[config.mk]
export PLATFORM = sky130hd
export DESIGN_NAME = matrix_read_sequencer
export DESIGN_NICKNAME = d
export VERILOG_FILES = /design/src/rtl/gcn_pkg.sv /design/src/rtl/read_skid_fifo.sv /design/src/rtl/matrix_read_sequencer.sv
export SDC_FILE = /design/constraint.sdc
export NUM_CORES = 1
export LEC_CHECK = 0
export CELL_PAD_IN_SITES_DETAIL_PLACEMENT = 0
export CELL_PAD_IN_SITES_GLOBAL_PLACEMENT = 1
export CORE_AREA = 2 2 64 126
export CTS_BUF_LIST = sky130_fd_sc_hd__clkbuf_16
export DETAILED_ROUTE_END_ITERATION = 10
export DIE_AREA = 0 0 66 128
export PLACE_DENSITY_LB_ADDON = 0.12
export SLEW_MARGIN = 20
export SYNTH_ARGS = -nofsm -noshare
export SYNTH_HDL_FRONTEND = slang
export SYNTH_SLANG_ARGS = --single-unit
[constraint.sdc]
create_clock -name clk -period 3.1 [get_ports clk]
set_input_delay 0.93 -clock clk [delete_from_list [all_inputs] [get_ports clk]]
set_output_delay 0.93 -clock clk [all_outputs]
set_load 0.01 [all_outputs]
[src/rtl/gcn_pkg.sv]
// -----------------------------------------------------------------------------
// gcn_pkg
// Shared definitions for the GCN tile read path:
//   - sequencer state encoding (IDLE / READ / DRAIN / DONE)
//   - num_elems(): element count of a NUM_ROWS x NUM_COLS tile, usable in
//     localparam expressions
//   - GCN_FIFO_ENTRY_T(): builds the packed skid-FIFO entry
//     {data, row, col, last} for a given set of widths. SystemVerilog packages
//     cannot carry width-parameterized types, so the entry layout is kept here
//     as a macro and instantiated inside the module that knows the widths.
// No ports (package).
// -----------------------------------------------------------------------------
`ifndef GCN_PKG_SV
`define GCN_PKG_SV

`define GCN_FIFO_ENTRY_T(DW, RW, CW) \
   struct packed { \
      logic [(DW)-1:0] data; \
      logic [(RW)-1:0] row; \
      logic [(CW)-1:0] col; \
      logic            last; \
   }

package gcn_pkg;

   typedef enum logic [1:0] {
      IDLE  = 2'd0,
      READ  = 2'd1,
      DRAIN = 2'd2,
      DONE  = 2'd3
   } seq_state_e;

   // Total number of elements in a row-major tile.
   function automatic int unsigned num_elems(input int unsigned rows,
                                             input int unsigned cols);
      return rows * cols;
   endfunction

   // Width of one FIFO entry for the given field widths.
   function automatic int unsigned fifo_entry_width(input int unsigned dw,
                                                    input int unsigned rw,
                                                    input int unsigned cw);
      return dw + rw + cw + 1;
   endfunction

endpackage

`endif

[src/rtl/read_skid_fifo.sv]
// -----------------------------------------------------------------------------
// read_skid_fifo
// Two-entry synchronous FIFO that absorbs the one-cycle SRAM read latency in
// front of a valid/ready consumer. Push and pop may happen in the same cycle
// at any occupancy (a push into a full FIFO is accepted only when the head is
// popped in that same cycle).
//
// Ports:
//   clk      in   clock, rising edge
//   srst_i   in   synchronous active-high reset; empties the FIFO
//   push_i   in   write din_i at the tail
//   din_i    in   entry to write
//   pop_i    in   remove the head entry (ignored when empty)
//   dout_o   out  head entry
//   valid_o  out  FIFO not empty
//   count_o  out  current occupancy (0..2)
// -----------------------------------------------------------------------------
module read_skid_fifo #(
   parameter int unsigned WIDTH = 8
) (
   input  logic             clk,
   input  logic             srst_i,
   input  logic             push_i,
   input  logic [WIDTH-1:0] din_i,
   input  logic             pop_i,
   output logic [WIDTH-1:0] dout_o,
   output logic             valid_o,
   output logic [1:0]       count_o
);

   logic       wr_ptr_q;
   logic       rd_ptr_q;
   logic [1:0] count_q;
   logic [1:0] count_d;
   logic       push_ok;
   logic       pop_ok;

   assign pop_ok  = pop_i & (count_q != 2'd0);
   // A full FIFO can still take a push when the head leaves in the same cycle.
   assign push_ok = push_i & ((count_q != 2'd2) | pop_ok);

   genvar gi;
   generate
      for (gi = 0; gi < 2; gi++) begin : g_entry
         logic [WIDTH-1:0] data_q;

         always_ff @(posedge clk) begin
            if (srst_i) begin
               data_q <= '0;
            end else if (push_ok && (wr_ptr_q == 1'(gi))) begin
               data_q <= din_i;
            end
         end
      end
   endgenerate

   always_comb begin
      count_d = count_q;
      if (push_ok && !pop_ok) begin
         count_d = count_q + 2'd1;
      end else if (pop_ok && !push_ok) begin
         count_d = count_q - 2'd1;
      end
   end

   always_ff @(posedge clk) begin
      if (srst_i) begin
         wr_ptr_q <= 1'b0;
         rd_ptr_q <= 1'b0;
         count_q  <= 2'd0;
      end else begin
         if (push_ok) begin
            wr_ptr_q <= ~wr_ptr_q;
         end
         if (pop_ok) begin
            rd_ptr_q <= ~rd_ptr_q;
         end
         count_q <= count_d;
      end
   end

   assign dout_o  = rd_ptr_q ? g_entry[1].data_q : g_entry[0].data_q;
   assign valid_o = (count_q != 2'd0);
   assign count_o = count_q;

endmodule

[src/rtl/matrix_read_sequencer.sv]
// -----------------------------------------------------------------------------
// matrix_read_sequencer
// Drains a NUM_ROWS x NUM_COLS tile from a synchronous single-port SRAM in
// row-major order and streams it over valid/ready, tagging every element with
// its row, column and a last flag. A two-entry skid FIFO hides the one-cycle
// read latency; reads are throttled by a credit check so the FIFO can never
// overflow and no returned word is lost. done pulses for one cycle after the
// last element is accepted.
//
// Ports:
//   clk          in   clock, rising edge
//   reset        in   synchronous active-high reset
//   start        in   begin a transfer (only looked at in IDLE)
//   busy         out  transfer in progress (READ or DRAIN)
//   done         out  one-cycle pulse after the final handshake
//   mem_rd_en    out  SRAM read strobe
//   mem_rd_addr  out  SRAM read address
//   mem_rd_data  in   SRAM read data, valid one cycle after mem_rd_en
//   out_valid    out  element available
//   out_ready    in   downstream accepts the element
//   out_data     out  element value
//   out_row      out  element row index
//   out_col      out  element column index
//   out_last     out  final element of the tile
// -----------------------------------------------------------------------------
module matrix_read_sequencer
   import gcn_pkg::*;
#(
   parameter int unsigned DATA_WIDTH = 16,
   parameter int unsigned NUM_ROWS   = 6,
   parameter int unsigned NUM_COLS   = 3,
   parameter int unsigned ADDR_WIDTH = 5,
   parameter int unsigned ROW_WIDTH  = 3,
   parameter int unsigned COL_WIDTH  = 2
) (
   input  logic                  clk,
   input  logic                  reset,
   input  logic                  start,
   output logic                  busy,
   output logic                  done,
   output logic                  mem_rd_en,
   output logic [ADDR_WIDTH-1:0] mem_rd_addr,
   input  logic [DATA_WIDTH-1:0] mem_rd_data,
   output logic                  out_valid,
   input  logic                  out_ready,
   output logic [DATA_WIDTH-1:0] out_data,
   output logic [ROW_WIDTH-1:0]  out_row,
   output logic [COL_WIDTH-1:0]  out_col,
   output logic                  out_last
);

   localparam int unsigned N = num_elems(NUM_ROWS, NUM_COLS);
   localparam logic [ADDR_WIDTH-1:0] LAST_ADDR = ADDR_WIDTH'(N - 1);
   localparam logic [COL_WIDTH-1:0]  LAST_COL  = COL_WIDTH'(NUM_COLS - 1);
   localparam int unsigned ENTRY_W = fifo_entry_width(DATA_WIDTH, ROW_WIDTH, COL_WIDTH);

   typedef `GCN_FIFO_ENTRY_T(DATA_WIDTH, ROW_WIDTH, COL_WIDTH) entry_t;

   // ---------------------------------------------------------------------
   // State and counters
   // ---------------------------------------------------------------------
   seq_state_e            state_q;
   seq_state_e            state_d;
   logic [ADDR_WIDTH-1:0] addr_q;
   logic [ADDR_WIDTH-1:0] addr_d;
   logic [ROW_WIDTH-1:0]  row_q;
   logic [ROW_WIDTH-1:0]  row_d;
   logic [COL_WIDTH-1:0]  col_q;
   logic [COL_WIDTH-1:0]  col_d;

   // Tags of the read in flight; they meet the SRAM data one cycle later.
   logic                  inflight_q;
   logic [ROW_WIDTH-1:0]  tag_row_q;
   logic [COL_WIDTH-1:0]  tag_col_q;
   logic                  tag_last_q;

   logic                  issue;
   logic                  pop;
   logic                  credit_ok;
   logic                  is_last_addr;
   logic                  fifo_valid;
   logic [1:0]            fifo_count;
   entry_t                push_entry;
   entry_t                head_entry;
   logic [ENTRY_W-1:0]    head_bits;

   assign pop          = fifo_valid & out_ready;
   assign is_last_addr = (addr_q == LAST_ADDR);

   // Words already owed to the FIFO (stored + in flight) minus the one
   // leaving this cycle must stay below the depth of 2 before a new read.
   assign credit_ok = (({1'b0, fifo_count} + {2'b00, inflight_q}) <
                       (3'd2 + {2'b00, pop}));

   // ---------------------------------------------------------------------
   // Next-state / read issue
   // ---------------------------------------------------------------------
   always_comb begin
      state_d = state_q;
      addr_d  = addr_q;
      row_d   = row_q;
      col_d   = col_q;
      issue   = 1'b0;

      case (state_q)
         IDLE: begin
            if (start) begin
               state_d = READ;
               addr_d  = '0;
               row_d   = '0;
               col_d   = '0;
            end
         end

         READ: begin
            if (credit_ok) begin
               issue  = 1'b1;
               addr_d = addr_q + 1'b1;
               if (col_q == LAST_COL) begin
                  col_d = '0;
                  row_d = row_q + 1'b1;
               end else begin
                  col_d = col_q + 1'b1;
               end
               if (is_last_addr) begin
                  state_d = DRAIN;
               end
            end
         end

         DRAIN: begin
            if (pop && head_entry.last) begin
               state_d = DONE;
            end
         end

         DONE: begin
            state_d = IDLE;
         end

         default: begin
            state_d = IDLE;
         end
      endcase
   end

   always_ff @(posedge clk) begin
      if (reset) begin
         state_q    <= IDLE;
         addr_q     <= '0;
         row_q      <= '0;
         col_q      <= '0;
         inflight_q <= 1'b0;
         tag_row_q  <= '0;
         tag_col_q  <= '0;
         tag_last_q <= 1'b0;
      end else begin
         state_q    <= state_d;
         addr_q     <= addr_d;
         row_q      <= row_d;
         col_q      <= col_d;
         inflight_q <= issue;
         if (issue) begin
            tag_row_q  <= row_q;
            tag_col_q  <= col_q;
            tag_last_q <= is_last_addr;
         end
      end
   end

   // ---------------------------------------------------------------------
   // Skid FIFO: returning SRAM word is paired with its registered tags
   // ---------------------------------------------------------------------
   always_comb begin
      push_entry      = '0;
      push_entry.data = mem_rd_data;
      push_entry.row  = tag_row_q;
      push_entry.col  = tag_col_q;
      push_entry.last = tag_last_q;
   end

   read_skid_fifo #(
      .WIDTH (ENTRY_W)
   ) u_fifo (
      .clk     (clk),
      .srst_i  (reset),
      .push_i  (inflight_q),
      .din_i   (push_entry),
      .pop_i   (pop),
      .dout_o  (head_bits),
      .valid_o (fifo_valid),
      .count_o (fifo_count)
   );

   assign head_entry = entry_t'(head_bits);

   // ---------------------------------------------------------------------
   // Outputs. Element fields are forced to zero while nothing is valid so a
   // stale FIFO slot never shows up on the bus; the head is stable while
   // stalled because it only moves on a pop.
   // ---------------------------------------------------------------------
   assign busy        = (state_q == READ) || (state_q == DRAIN);
   assign done        = (state_q == DONE);
   assign mem_rd_en   = issue;
   assign mem_rd_addr = addr_q;
   assign out_valid   = fifo_valid;
   assign out_data    = fifo_valid ? head_entry.data : '0;
   assign out_row     = fifo_valid ? head_entry.row  : '0;
   assign out_col     = fifo_valid ? head_entry.col  : '0;
   assign out_last    = fifo_valid & head_entry.last;

endmodule

==> results by group, run 1 <==
Die
  – Die area: 8450 µm²
  – FP Rows: 45
  – Chip Width: 66 µm
  – Core area: 7540 µm²
  – IO Count: 51
  – Initial Util: 39.5%
  – Die H: 128 µm

Synth
  – Post-synth EDFFs: 0
  – Seq cells post-synth: 67
  – Synth warn: 0
  – Main synth FF type: dfxtp_1
  – Gate Count Post-Synth: 381
  – Asr flop ratio synth: 0%
  – Mapped cell area: 2980 µm²
  – Synth unique cells: 37
  – Seq/Total Area, Yosys: 45.0%
  – Synthesized net count: 411
  – Syn avg cell area: 7.82 µm²

Route
  – Via-to-Cell Ratio: 5.05
  – Drt wl/cell: 13.5 µm
  – TritonRoute pass-1 iters: 4
  – Final ANT Viol Nets: 0
  – Initial DRC count: 167
  – Drt drc: 0
  – Vias: 2696
  – Post-Route WL: 7230 µm

Power
  – Cell Pwr Density: 740 nW/µm²
  – Static Leak: 1.39 nW
  – IR drop worst, VDD: 0.000462 V

Placed design
  – RePlAce Congestion: 0.797
  – Final HPWL DP: 4860 µm
  – Placed Area: 3670 µm²
  – Port buffer count: 50
  – Pre-CTS setup slack: -0.251 ns

STA
  – Worst Skew: 0.00726 ns
  – Fin. Hold Viols: 0
  – Worst slew margin: 67.9%
  – Final min period: 3.02 ns
  – Worst-Margin Slew: 0.477 ns
  – Final worst setup slack: 0.0833 ns
  – Unrepaired setup endpoints after global routing: no
  – Slew Viols, Final: 0
  – Endpoints failing setup: 0
  – Final period util: 97.3%
  – Max Clk Rate: 331 MHz

Layout
  – Design area: 3950 µm²
  – Antenna fix cells: 0
  – Area of the multi-input gates: 1530 µm²
  – Layout Nets: 465
  – Layout cells sized above 1: 7.73%
  – Flip-flop and latch area: 1340 µm²
  – Synthesis-to-finish area growth: 32.5%
  – FILL cells: 787

Setup path
  – Crit-path max FO: 2
  – Setup crit end kind: output port
  – Crit Path Category: in2out
  – CP Data Required Time: 2.17 ns
  – Startpoint types: input pin
  – Crit path DAT: 2.09 ns

Global routing
  – Largest net degree at the start of global routing: 36
  – Vias in the first global route: 2535
  – Remaining global-route overflow: 0
  – GRT Total Usage: 18.6%
  – Global-route wire length before repair: 11900 µm
  – Initial antenna violation count: 0

Clock network
  – Max clock buf depth: 2
  – H-tree levels: 3
  – CTS Sinks: 67
  – CTS Buf Count: 9
  – Hold_buf cts: 0
  – Clock Latency Late Sink: 0.33 ns
  – Number of setup buffers added after CTS: 0
  – CTS clock-pin slew for the worst setup and hold paths: 0.05 ns
  – Clock root buffer master: clkbuf_16
  – TritonCTS clock tree: done

Run
  – Max-cap violations: 0

Worst hold path
  – HP Class: reg2reg

Outcome
  – Outcome: completed
==> cells by family after synthesis <==
kind of cell / share of synthesized area, %
muxes: 7.39
adders and majority gates: 4.20
DFF: 45.0
and+or+nand+nor: 24.0
AOI/OAI and AO/OA: 14.3
buffers and inverters: 3.95
xor gates and xnor gates: 1.18
==> cells in the final DEF, fill, tap and decap left out, drive strengths merged, types with 2 or more instances in the layout <==
| master | count |
|---|---|
| a21oi | 56 |
| a31oi | 4 |
| buf | 17 |
| clkbuf | 9 |
| clkdlybuf4s50 | 48 |
| clkinv | 2 |
| dfxtp | 67 |
| ha | 10 |
| inv | 12 |
| mux2i | 22 |
| nand2 | 108 |
| nand2b | 2 |
| nand3 | 8 |
| nand4 | 3 |
| nor2 | 31 |
| nor2b | 3 |
| nor3 | 2 |
| nor4 | 2 |
| o21ai | 7 |
| o31ai | 3 |
| or3 | 3 |
| xor2 | 4 |
==> where the power goes <==
| group | internal, W | total, W | switching [W] | leakage [nW] |
|---|---|---|---|---|
| Combinational | 0.000409 | 0.000958 | 0.000548 | 0.696 |
| Clock | 0.000605 | 0.000943 | 0.000338 | 0.152 |
| Sequential | 0.000948 | 0.00102 | 0.0000730 | 0.542 |
| Total | 0.00196 | 0.00292 | 0.000959 | 1.39 |
==> final timing paths <==
path | endpoint | slack [ns] | from | cells past startpoint
min | u_fifo.g_entry[0].data_q[11] | 0.45 | u_fifo.g_entry[0].data_q[11] | 2
max | mem_rd_en | 0.08 | out_ready | 6
max reg2reg | col_q[0] | 1.00 | state_q[0] | 7
min reg2reg | u_fifo.g_entry[0].data_q[11] | 0.45 | u_fifo.g_entry[0].data_q[11] | 2
==> timing repair <==
action | in CTS | in global routing
gates resized for setup | 2 | 0
gates cloned | 0 | 0
setup endpoints to repair | 1 | 1
pin swaps | 1 | 1
==> per-stage QoR <==
stage	total power, W	hold slack, ns	TNS, ns	util (%)	instances
final	0.00292	0.452	0	52.3	534
after floorplan	0.00160	0.436	0	-	381
after global placement	0.00200	0.441	-0.256	48.6	518
after CTS	0.00297	0.454	0	52.3	534
after detailed placement	0.00201	0.447	-0.251	48.6	518
after global routing	0.00311	0.478	0	52.3	534
==> synth_stat cells, types with 2 or more instances <==
cell	instances	area share [%]
xor2_1	4	1.2
nor2_1	31	3.9
o31ai_1	3	0.76
dfxtp_1	67	45
o21ai_2	2	0.59
nand2b_1	2	0.42
a21oi_1	56	9.4
buf_1	3	0.38
nor4_1	2	0.42
nand2_1	108	14
mux2i_1	22	7.4
o21ai_0	5	0.84
a31oi_1	4	0.84
nand4_1	3	0.63
inv_1	8	1.0
nor3_1	2	0.34
clkbuf_1	19	2.4
nand3_1	8	1.3
or3_1	3	0.63
nor2b_1	3	0.63
ha_1	10	4.2
==> state kept, by name, indices dropped and copies added, names as in the netlist, 2 cells and up <==
signal / count
u_fifo.g_entry.data_q: 44
mem_rd_addr: 5
state_q: 2
tag_col_q: 2
row_q: 3
u_fifo.count_o: 2
tag_row_q: 3
col_q: 2
==> per-layer routing <==
layer | up-vias | wire (µm) | global-route usage, %
met5 | - | 0 | 0
met4 | 0 | 123 | 7.56
met3 | 11 | 276 | 4.74
met2 | 46 | 3930 | 34.3
met1 | 1251 | 2900 | 19.3
li1 | 1388 | - | -
==> layout make-up <==
| class | count | area share [%] |
|---|---|---|
| clock inverter | 7 | 1.36 |
| tap | 94 | 2.98 |
| multi-input combinational | 283 | 38.7 |
| timing repair buffer | 66 | 16.5 |
| sequential | 67 | 34.0 |
| clock buffer | 9 | 5.71 |
| inverter | 8 | 0.761 |
==> worst max-delay path, cell delays in order <==
cell	delay [ns]
clkdlybuf4s50_1	0.49
o21ai_2	0.08
o21ai_2	0.17
nand2_2	0.09
inv_1	0.06
dlygate4sd2_1	0.25
(Power assumes the default switching activity.)
==> run 2: changes to the inputs <==
--- a/config.mk
+++ b/config.mk
@@ -5,13 +5,14 @@
 export SDC_FILE = /design/constraint.sdc
 export NUM_CORES = 1
 export LEC_CHECK = 0
+export ABC_AREA = 1
 export CELL_PAD_IN_SITES_DETAIL_PLACEMENT = 0
 export CELL_PAD_IN_SITES_GLOBAL_PLACEMENT = 1
-export CORE_AREA = 2 2 64 126
+export CORE_AREA = 2 2 65 128
 export CTS_BUF_LIST = sky130_fd_sc_hd__clkbuf_16
 export DETAILED_ROUTE_END_ITERATION = 10
-export DIE_AREA = 0 0 66 128
-export PLACE_DENSITY_LB_ADDON = 0.12
+export DIE_AREA = 0 0 67 130
+export PLACE_DENSITY_LB_ADDON = 0.1
 export SLEW_MARGIN = 20
 export SYNTH_ARGS = -nofsm -noshare
 export SYNTH_HDL_FRONTEND = slang
==> run 2 against run 1 <==
Non-clock buffer count down 10. Global-route usage up 0.56 points. Area after synthesis up 3.4%. Sequential cell count unchanged. Combinational power up 18%. Power up 7.4%. Hold slack worse by 0.0017 ns. Sequential share of layout area up 0.39 points. Final area down 1.1%. Clock skew about the same. Fmax up 1.1%. Critical endpoint unchanged. Largest cell class unchanged. Highest routed layer unchanged.
==> results by group, run 2 <==
Layout
  – Most common cell after layout, fill and taps aside: a21oi_1
  – Largest Register: u_fifo.g_entry.data_q
  – Layout Nets: 489 (+5.2%)
  – Design area: 3900 µm² (-1.1%)
  – Antenna fix cells: 0 (unchanged)
  – Synthesis-to-finish area growth: 26.6%
  – Number of flip-flops in the largest register: 44 (unchanged)
  – Commonest non-fill, non-tap cells in the layout: a21oi_1, dfxtp_1, nand2_1, clkdlybuf4s50_1
  – Layout cells sized above 1: 7.36% (-0.37 points)

STA
  – Setup TNS after final layout: 0 ns (unchanged)
  – Final min period: 2.99 ns (-0.0315 ns)
  – Worst-Margin Slew: 0.821 ns (+0.344 ns)
  – Fin. Hold Viols: 0 (unchanged)
  – Worst Skew: 0.00758 ns (+0.000317 ns)
  – Slew Viols, Final: 0 (unchanged)
  – Max Clk Rate: 335 MHz (+1.1%)
  – Worst slew margin: 45.2% (-23 points)
  – Unrepaired setup endpoints after global routing: no
  – Endpoints failing setup: 0 (unchanged)
  – Final period util: 96.3% (-1.0 points)

Power
  – Cell Pwr Density: 804 nW/µm² (+8.6%)
  – Static Leak: 1.51 nW (+8.8%)
  – Pwr Total: 0.00314 W (+7.4%)
  – IR drop worst, VDD: 0.000497 V (+7.6%)

Route
  – Post-Route WL: 7590 µm (+5.0%)
  – Initial DRC count: 158 (-5.4%)
  – Drt drc: 0 (unchanged)
  – Drt wl/cell: 13.6 µm (+0.46%)
  – Via-to-Cell Ratio: 5.09 (+0.85%)
  – TritonRoute pass-1 iters: 4 (unchanged)
  – Final ANT Viol Nets: 0 (unchanged)
  – Vias: 2841 (+5.4%)

Clock network
  – H-tree levels: 3 (unchanged)
  – CTS Buf Count: 9 (unchanged)
  – Post-cts sizing count: 1 (-1)
  – Number of setup buffers added after CTS: 0 (unchanged)
  – Clock Latency Late Sink: 0.33 ns (about the same)
  – TritonCTS clock tree: done
  – CTS Sinks: 67 (unchanged)
  – Max clock buf depth: 2 (unchanged)
  – Hold_buf cts: 0 (unchanged)
  – CTS clock-pin slew for the worst setup and hold paths: 0.05 ns (about the same)
  – Clock root buffer master: clkbuf_16

Setup path
  – Crit Path Category: in2out
  – Setup crit end kind: output port
  – Worst path slowest cell: clkdlybuf4s50_1
  – Max stage delay on crit path: 0.51 ns (+0.02 ns)
  – CP cell instances: clkdlybuf4s50_1 > nand3_2 > nand2_2 > nand2_4 > nor2_4 > dlygate4sd2_1
  – Startpoint types: input pin
  – CP Data Required Time: 2.17 ns (about the same)
  – Crit-path max FO: 2 (unchanged)
  – Crit path DAT: 2.06 ns (-0.03 ns)

Placed design
  – Port buffer count: 50 (unchanged)
  – RePlAce Congestion: 0.804 (+0.88%)
  – Final HPWL DP: 4880 µm (+0.40%)
  – Placed Area: 3630 µm² (-0.99%)

Global routing
  – Global-route wire length before repair: 12700 µm (+7.0%)
  – Vias in the first global route: 2764 (+9.0%)
  – Remaining global-route overflow: 0 (unchanged)
  – GRT Total Usage: 19.1% (+0.56 points)
  – Largest net degree at the start of global routing: 47 (+31%)
  – Initial antenna violation count: 0 (unchanged)

Synth
  – Most frequent cell after synthesis: a21oi_1
  – Seq cells post-synth: 67 (unchanged)
  – Synth unique cells: 24 (-35%)
  – Main synth FF type: dfxtp_1
  – Synthesized net count: 447 (+8.8%)
  – Leading area contributor after synthesis: dfxtp_1
  – Synth area leaders: dfxtp_1, a21oi_1, o21ai_0
  – Top-area cell type share of the netlist area: 43.5% (-1.5 points)
  – Gate Count Post-Synth: 417 (+9.4%)
  – Most instantiated cells after synthesis: a21oi_1, dfxtp_1, nand2_1
  – Mapped cell area: 3080 µm² (+3.4%)
  – Seq/Total Area, Yosys: 43.5% (-1.5 points)
  – Synth warn: 0 (unchanged)
  – Syn avg cell area: 7.39 µm² (-5.5%)
  – Post-synth EDFFs: 0 (unchanged)
  – Asr flop ratio synth: 0% (unchanged)

Outcome
  – Outcome: completed

Die
  – Chip Width: 67 µm (+1.5%)
  – Die area: 8710 µm² (+3.1%)
  – FP Rows: 46 (+2.2%)
  – Initial Util: 39.4% (-0.12 points)
  – Core area: 7830 µm² (+3.7%)
  – IO Count: 51 (unchanged)
  – Die H: 130 µm (+1.6%)

Run
  – Max-cap violations: 0 (unchanged)

Worst hold path
  – HP Class: reg2reg
[run 2: power breakdown]
group          switching (W)  total, W  internal [W]
registers          0.0000859   0.00107      0.000986
logic               0.000702   0.00113      0.000424
clock network       0.000336  0.000939      0.000603
[run 2: final cells by class]
type                            instances  area (µm²)
Fill cell                             806        3930
Multi-Input combinational cell        275        1440
Sequential cell                        67        1340
Timing Repair Buffer                   56         544
Clock buffer                            9         225
Inverter                               50         188
Tap cell                               96         120
Clock inverter                          5        47.5
[run 2: layer usage]
metal | vias up | wire (µm) | GRT usage, %
li1 | 1457 | - | -
met1 | 1335 | 3440 | 23.2
met2 | 41 | 3810 | 31.6
met3 | 8 | 211 | 4.31
met4 | 0 | 134 | 9.00
met5 | - | 0 | 0
[run 2: worst paths after layout]
kind / to / cells past startpoint / startpoint / slack, ns
worst min register to register: u_fifo.g_entry[1].data_q[13] / 2 / u_fifo.g_entry[1].data_q[13] / 0.45
worst max register to register: u_fifo.g_entry[1].data_q[20] / 7 / u_fifo.count_o[0] / 1.16
worst max-delay path: mem_rd_en / 6 / out_ready / 0.11
worst min-delay path: u_fifo.g_entry[1].data_q[13] / 2 / u_fifo.g_entry[1].data_q[13] / 0.45
[run 2: cells by family (layout without fill, tap and decap cells)]
family                   after synthesis  in the layout  synth area share, %
AND/OR/NAND/NOR                      131            131                 20.1
adder cells (fa/ha/maj)               10             10                 4.06
AO/OA/AOI/OAI                        130            130                 21.2
buffers and inverters                 75            120                 9.87
XOR/XNOR                               4              4                 1.14
flip-flops                            67             67                 43.5
[run 2: critical path, delay by kind of cell]
family | cells | cell delay (ns)
buf+inv | 2 | 0.79
simple gates | 4 | 0.34
[run 2: stage by stage]
step | hold WS, ns | cells | setup slack [ns] | utilization, %
finish | 0.450 | 558 | 0.115 | 49.8
global route | 0.473 | 558 | 0.0473 | 49.8
CTS | 0.450 | 558 | 0.105 | 49.8
detailed placement | 0.441 | 544 | -0.151 | 46.4
global placement | 0.436 | 544 | -0.143 | 46.4
floorplan | 0.430 | 417 | 0.824 | -
